[config.mk]
export PLATFORM = sky130hd
export DESIGN_NAME = mc_state_sequencer
export DESIGN_NICKNAME = d
export VERILOG_FILES = /design/src/rtl/mc_cpu_pkg.sv /design/src/rtl/mc_seq_route.sv /design/src/rtl/mc_state_sequencer.sv
export SDC_FILE = /design/constraint.sdc
export NUM_CORES = 1
export LEC_CHECK = 0
export ABC_CLOCK_PERIOD_IN_PS = 4400
export BUFFER_PORTS_ARGS = -buffer_cell sky130_fd_sc_hd__buf_4
export CAP_MARGIN = 20
export CORE_AREA = 2 2 39 41
export CTS_CLUSTER_DIAMETER = 100
export CTS_CLUSTER_SIZE = 12
export DETAILED_ROUTE_END_ITERATION = 16
export DIE_AREA = 0 0 41 43
export MAX_ROUTING_LAYER = met4
export PLACE_DENSITY = 0.78
export SLEW_MARGIN = 20
export SYNTH_ARGS = -nofsm -noshare
export SYNTH_HDL_FRONTEND = slang
export SYNTH_SLANG_ARGS = --single-unit
[constraint.sdc]
create_clock -name clk -period 4.4 [get_ports clk]
set_clock_uncertainty 0.2 [all_clocks]
set_input_delay 1.1 -clock clk [delete_from_list [all_inputs] [get_ports clk]]
set_output_delay 1.1 -clock clk [all_outputs]
set_load 0.005 [all_outputs]
[src/rtl/mc_cpu_pkg.sv]
// Shared CPU constants for the multi-cycle core.
// Contents:
//   state_e  - sequencer phase encodings (also the control LUT index)
//   Op*/Fn*  - instruction opcode (IR[31:26]) and R-type funct (IR[5:0]) values
//   route_e  - per-instruction phase route chosen in ID
package mc_cpu_pkg;

    typedef enum logic [2:0] {
        StIf   = 3'd0,
        StId   = 3'd1,
        StExec = 3'd2,
        StMem  = 3'd3,
        StWb   = 3'd4
    } state_e;

    localparam logic [5:0] OpRtype = 6'h00;
    localparam logic [5:0] OpJ     = 6'h02;
    localparam logic [5:0] OpJal   = 6'h03;
    localparam logic [5:0] OpBeq   = 6'h04;
    localparam logic [5:0] OpBne   = 6'h05;
    localparam logic [5:0] OpAddi  = 6'h08;
    localparam logic [5:0] OpXori  = 6'h0E;
    localparam logic [5:0] OpLw    = 6'h23;
    localparam logic [5:0] OpSw    = 6'h2B;

    localparam logic [5:0] FnJr    = 6'h08;
    localparam logic [5:0] FnAdd   = 6'h20;
    localparam logic [5:0] FnSub   = 6'h22;
    localparam logic [5:0] FnSlt   = 6'h2A;

    // RtIllegal is zero so a cleared route latch decodes as "no instruction".
    typedef enum logic [2:0] {
        RtIllegal = 3'd0,
        RtJ       = 3'd1,  // IF-ID
        RtJr      = 3'd2,  // IF-ID-EXEC
        RtAlu     = 3'd3,  // IF-ID-EXEC-WB (R-type ALU, ADDI, XORI)
        RtLw      = 3'd4,  // IF-ID-EXEC-MEM(wait)-WB
        RtSw      = 3'd5,  // IF-ID-EXEC-MEM(wait)
        RtJal     = 3'd6,  // IF-ID-EXEC-MEM(1 cycle)
        RtBranch  = 3'd7   // IF-ID-EXEC-MEM(1 cycle)-WB
    } route_e;

endpackage

[src/rtl/mc_seq_route.sv]
// Combinational opcode/funct decoder selecting the phase route of an instruction.
// Ports:
//   opcode - IR[31:26]
//   funct  - IR[5:0], only meaningful for R-type
//   route  - decoded route; RtIllegal for any unlisted opcode or R-type funct
module mc_seq_route
    import mc_cpu_pkg::*;
(
    input  logic [5:0] opcode,
    input  logic [5:0] funct,
    output route_e     route
);

    always_comb begin
        route = RtIllegal;
        case (opcode)
            OpRtype: begin
                case (funct)
                    FnAdd, FnSub, FnSlt: route = RtAlu;
                    FnJr:                route = RtJr;
                    default:             route = RtIllegal;
                endcase
            end
            OpJ:            route = RtJ;
            OpJal:          route = RtJal;
            OpBeq, OpBne:   route = RtBranch;
            OpAddi, OpXori: route = RtAlu;
            OpLw:           route = RtLw;
            OpSw:           route = RtSw;
            default:        route = RtIllegal;
        endcase
    end

endmodule

[src/rtl/mc_state_sequencer.sv]
// Multi-cycle CPU phase sequencer: IF/ID/EXEC/MEM/WB FSM with a route latch.
// Optional build macro: MC_STATE_SEQ_PERF_CNT_EN adds cycle_cnt/retire_cnt counters.
// Ports:
//   clk, rst_n  - clock, asynchronous active-low reset
//   run         - advance enable; low freezes state, route and counters
//   opcode      - IR[31:26], valid from ID onward
//   funct       - IR[5:0], valid from ID onward
//   mem_ready   - memory completion, only looked at in IF and LW/SW MEM
//   state       - current phase (control LUT index)
//   ir_we       - IR load strobe (IF completion)
//   mem_req     - memory access request
//   instr_done  - one-cycle retire pulse
//   illegal_op  - one-cycle undecodable-instruction pulse
//   cycle_cnt   - (macro only) run=1 cycle count, wraps
//   retire_cnt  - (macro only) instr_done count, wraps
module mc_state_sequencer
    import mc_cpu_pkg::*;
(
    input  logic        clk,
    input  logic        rst_n,
    input  logic        run,
    input  logic [5:0]  opcode,
    input  logic [5:0]  funct,
    input  logic        mem_ready,
    output logic [2:0]  state,
    output logic        ir_we,
    output logic        mem_req,
    output logic        instr_done,
    output logic        illegal_op
`ifdef MC_STATE_SEQ_PERF_CNT_EN
    ,
    output logic [31:0] cycle_cnt,
    output logic [31:0] retire_cnt
`endif
);

    state_e state_q, state_d;
    route_e route_q, route_d;
    route_e dec_route;

    logic ir_we_c, mem_req_c, done_c, illegal_c;

    mc_seq_route u_route (
        .opcode (opcode),
        .funct  (funct),
        .route  (dec_route)
    );

    always_ff @(posedge clk or negedge rst_n) begin
        if (!rst_n) begin
            state_q <= StIf;
            route_q <= RtIllegal;
        end else begin
            state_q <= state_d;
            route_q <= route_d;
        end
    end

    always_comb begin
        state_d   = state_q;
        route_d   = route_q;
        ir_we_c   = 1'b0;
        mem_req_c = 1'b0;
        done_c    = 1'b0;
        illegal_c = 1'b0;

        case (state_q)
            StIf: begin
                mem_req_c = 1'b1;
                if (mem_ready) begin
                    ir_we_c = 1'b1;
                    state_d = StId;
                end
            end
            StId: begin
                // Later phases follow the latched route, never the live IR fields.
                route_d = dec_route;
                case (dec_route)
                    RtIllegal: begin
                        illegal_c = 1'b1;
                        done_c    = 1'b1;
                        state_d   = StIf;
                    end
                    RtJ: begin
                        done_c  = 1'b1;
                        state_d = StIf;
                    end
                    default: state_d = StExec;
                endcase
            end
            StExec: begin
                case (route_q)
                    RtJr: begin
                        done_c  = 1'b1;
                        state_d = StIf;
                    end
                    RtAlu:                        state_d = StWb;
                    RtLw, RtSw, RtJal, RtBranch:  state_d = StMem;
                    default:                      state_d = StIf;
                endcase
            end
            StMem: begin
                case (route_q)
                    RtLw: begin
                        mem_req_c = 1'b1;
                        if (mem_ready) state_d = StWb;
                    end
                    RtSw: begin
                        mem_req_c = 1'b1;
                        if (mem_ready) begin
                            done_c  = 1'b1;
                            state_d = StIf;
                        end
                    end
                    RtJal: begin
                        done_c  = 1'b1;
                        state_d = StIf;
                    end
                    RtBranch: state_d = StWb;
                    default:  state_d = StIf;
                endcase
            end
            StWb: begin
                done_c  = 1'b1;
                state_d = StIf;
            end
            default: state_d = StIf;  // encodings 5-7
        endcase

        // mem_req is left alone here: it is a function of the frozen state, so it holds.
        if (!run) begin
            state_d   = state_q;
            route_d   = route_q;
            ir_we_c   = 1'b0;
            done_c    = 1'b0;
            illegal_c = 1'b0;
        end
    end

    // Reset also masks the outputs so IF does not request memory while held in reset.
    assign state      = state_q;
    assign ir_we      = rst_n & ir_we_c;
    assign mem_req    = rst_n & mem_req_c;
    assign instr_done = rst_n & done_c;
    assign illegal_op = rst_n & illegal_c;

`ifdef MC_STATE_SEQ_PERF_CNT_EN
    logic [31:0] cycle_cnt_q, retire_cnt_q;

    always_ff @(posedge clk or negedge rst_n) begin
        if (!rst_n) begin
            cycle_cnt_q  <= 32'd0;
            retire_cnt_q <= 32'd0;
        end else begin
            if (run)        cycle_cnt_q  <= cycle_cnt_q + 32'd1;
            if (instr_done) retire_cnt_q <= retire_cnt_q + 32'd1;
        end
    end

    assign cycle_cnt  = cycle_cnt_q;
    assign retire_cnt = retire_cnt_q;
`endif

endmodule

==> impl_metrics.csv <==
group,metric,value,unit
routing,routed_via_density,5.82,
pwr,combPwrFrac,49.0,%
worst_setup_path,path_common_cell,"buf_4",
pwr,internal_power,185,uW
worst_setup_path,path_class,"input pin to output pin",
synthesis,seq_area_frac_synth,23.5,%
floorplan,die-area,1760,um^2
timing,period_needed,3.75,ns
placement,place_ws,0.647,ns
worst_setup_path,crit_fanout,10,
pwr,power_frac_seq,34.6,%
synthesis,ys.warnings.count,0,
clock_network,holdBufCountCts,0,
synthesis,synthesis.nets,90,
worst_setup_path,cp_slowest_cell,"or3b_1",
worst_setup_path,critPathRequiredTime,3.10,ns
routing,wl_per_cell,12.8,um
clock_network,cts_root_buf,"clkbuf_4",
layout,n_fill_cell,124,
synthesis,synth_top_area_share,23.5,%
timing,drv_slew,0,
synthesis,synthArstFlopShare,100,%
timing,setup_tns,0,ns
placement,dp_hpwl,1.18,mm
pwr,powerDensity,376,nW/um^2
floorplan,dieWidth,41,um
global_routing,grt_use_total,19.1,%
pwr,power.switching,123,uW
clock_network,clkSlewWorstSetupHoldPaths,0.05,ns
routing,wl,1.42,mm
floorplan,design.core.area,1380,um^2
placement,io_buffers,22,
placement,placed_cells,108,
worst_setup_path,crit_buf_inv,2,
layout,layout.nets,113,
synthesis,ys_ff_latch,6,
pwr,switching_share,39.9,%
pwr,p_leak,0.000358,uW
global_routing,grt-ovfl-total,0,
layout,seq_area,150,um^2
synthesis,synthTopCellsByCount,"6 x dfrtp_1, 6 x inv_1",
global_routing,antenna_found_initial,0,
synthesis,yosysTopAreaCell,"dfrtp_1",
routing,drt_first_pass_iters,4,
clock_network,post-cts-setup-buffer-count,0,
timing,hold_violations,0,
clock_network,clockBufferDepth,2,
timing,setup_viol,0,
synthesis,avgSynthCellArea,8.64,um^2
clock_network,cts.repair.resized,0,
worst_setup_path,slowest_delay,0.37,ns
placement,placedInstanceArea,797,um^2
worst_setup_path,cp_top_family,"compound AO/OA/AOI/OAI gates",
routing,drtAntennaViolNets,0,
worst_setup_path,crit_path_cell_trace,"buf_4 -> or3b_1 -> o211a_1 -> o22ai_2 -> nor3_1 -> o31a_1 -> buf_4",
routing,drt_iter0_drc,16,
global_routing,grt_pass1_wl,2.30,mm
timing,setup_ws,0.653,ns
status,status,"finished clean",
layout,final_core_util,59.2,%
synthesis,syn_inst,74,
global_routing,grt_start_max_net_pins,11,
worst_setup_path,cp-start-kind,"input pin",
global_routing,grt_pass1_vias,579,
clock_network,cts_tree,"built",
clock_network,h-tree-depth,1,
floorplan,die_height,43,um
layout,antennaDiodeCount,0,
timing,rsz0062_at_grt,"false",
worst_setup_path,worstSetupEndpointType,"output pin",
pwr,clock_power_share,16.4,%
floorplan,start_util,46.2,%
timing,fin_crit_sh,85.2,%
layout,area_growth,28.2,%
routing,drc,0,
layout,final_cells,111,
synthesis,synth_area_leaders,"dfrtp_1 23%, xnor2_1 4.1%, a21o_1 3.5%",
layout,multi_input_area,439,um^2
pwr,ir_drop,132,uV
layout,finish.instance_area,820,um^2
clock_network,clock_sinks,6,
synthesis,synth_edf_count,0,
placement,gp_congestion,0.704,
layout,drive_above_1_share,32.6,%
timing,worst_pin_slew,0.370,ns
floorplan,rows,14,
synthesis,syn_area,639,um^2
run,cap_violations,0,
synthesis,synth.distinct_cells,40,
worst_setup_path,worstPathArrival,2.45,ns
timing,slew_headroom,74.7,%
clock_network,numCtsBuffers,3,
floorplan,io-pin-count,23,
worst_hold_path,hold_class,"flop to flop",
clock_network,worstSkewPairLatency,0.24,ns
synthesis,synthFlopType,"dfrtp_1",
timing,clock.fmax,267,MHz
routing,num_vias,646,
## power by group through the flow
stage | Combinational (uW) | Clock (uW) | Sequential, uW
2_1_floorplan | 115 | 0 | 92.3
6_report | 151 | 50.6 | 106
5_1_grt | 167 | 56.9 | 111
3_5_place_dp | 152 | 0 | 106
4_1_cts | 153 | 52.6 | 105
3_3_place_gp | 148 | 0 | 104
## path summary, 6_finish.rpt
kind,slack (ns),end,from,cells past startpoint
min in group asynchronous,0.46,state[0]$_DFFE_PN0P_,rst_n,1
worst min register to register,0.40,route_q[2]$_DFFE_PN0P_,route_q[2]$_DFFE_PN0P_,1
worst max register to register,2.48,route_q[2]$_DFFE_PN0P_,state[1]$_DFFE_PN0P_,4
worst max-delay path,0.65,instr_done,opcode[3],7
worst min-delay path,0.40,route_q[2]$_DFFE_PN0P_,route_q[2]$_DFFE_PN0P_,1
max in group asynchronous,3.42,route_q[1]$_DFFE_PN0P_,rst_n,1
## final cells by class
type,instances,area share [%]
Multi-Input combinational cell,58,53.6
Timing Repair Buffer,22,20.2
Sequential cell,6,18.3
Clock buffer,3,2.75
Inverter,6,2.75
Tap cell,16,2.44
## registers in the layout, indices dropped and copies added (netlist names)
signal   cells
state        3
route_q      3
## per-layer routing
layer | GRT usage, % | part of all wire, % | up-vias
met5 | - | 0 | -
met4 | 6.00 | 0.78 | 0
met3 | 3.14 | 4.4 | 2
met2 | 32.5 | 52 | 22
met1 | 21.6 | 42 | 299
li1 | - | - | 323
## cells by family (layout without fill, tap and decap cells)
family          after synthesis  after routing  share of synthesized area (%)
buf+inv                      10             31                           7.83
simple gates                 32             32                           31.7
xor+xnor                      3              3                           4.11
compound gates               22             22                           31.1
flops                         6              6                           23.5
mux                           1              1                           1.76
## stage by stage
step | total power, uW | hold WS, ns
detailed placement | 258 | 0.384
floorplan | 207 | 0.346
finish | 308 | 0.396
CTS | 310 | 0.392
global route | 335 | 0.449
global placement | 252 | 0.371
## layout by cell type (no fill, tap or decap), types with 2 or more instances in the layout
| master | n |
|---|---|
| buf_4 | 22 |
| inv_1 | 6 |
| dfrtp_1 | 6 |
| or2_1 | 3 |
| nand3b_1 | 3 |
| nand2_1 | 3 |
| nor2b_1 | 3 |
| nor2_1 | 3 |
| nor3_1 | 3 |
| xnor2_1 | 3 |
| a21o_1 | 3 |
| clkbuf_4 | 3 |
| or3b_1 | 2 |
| o22a_1 | 2 |
| nor3b_1 | 2 |
| o21ai_0 | 2 |
| a32oi_1 | 2 |
| a21oi_1 | 2 |
| nor4_1 | 2 |
| nor4b_1 | 2 |
No activity file was read; power rests on OpenSTA's default activity.
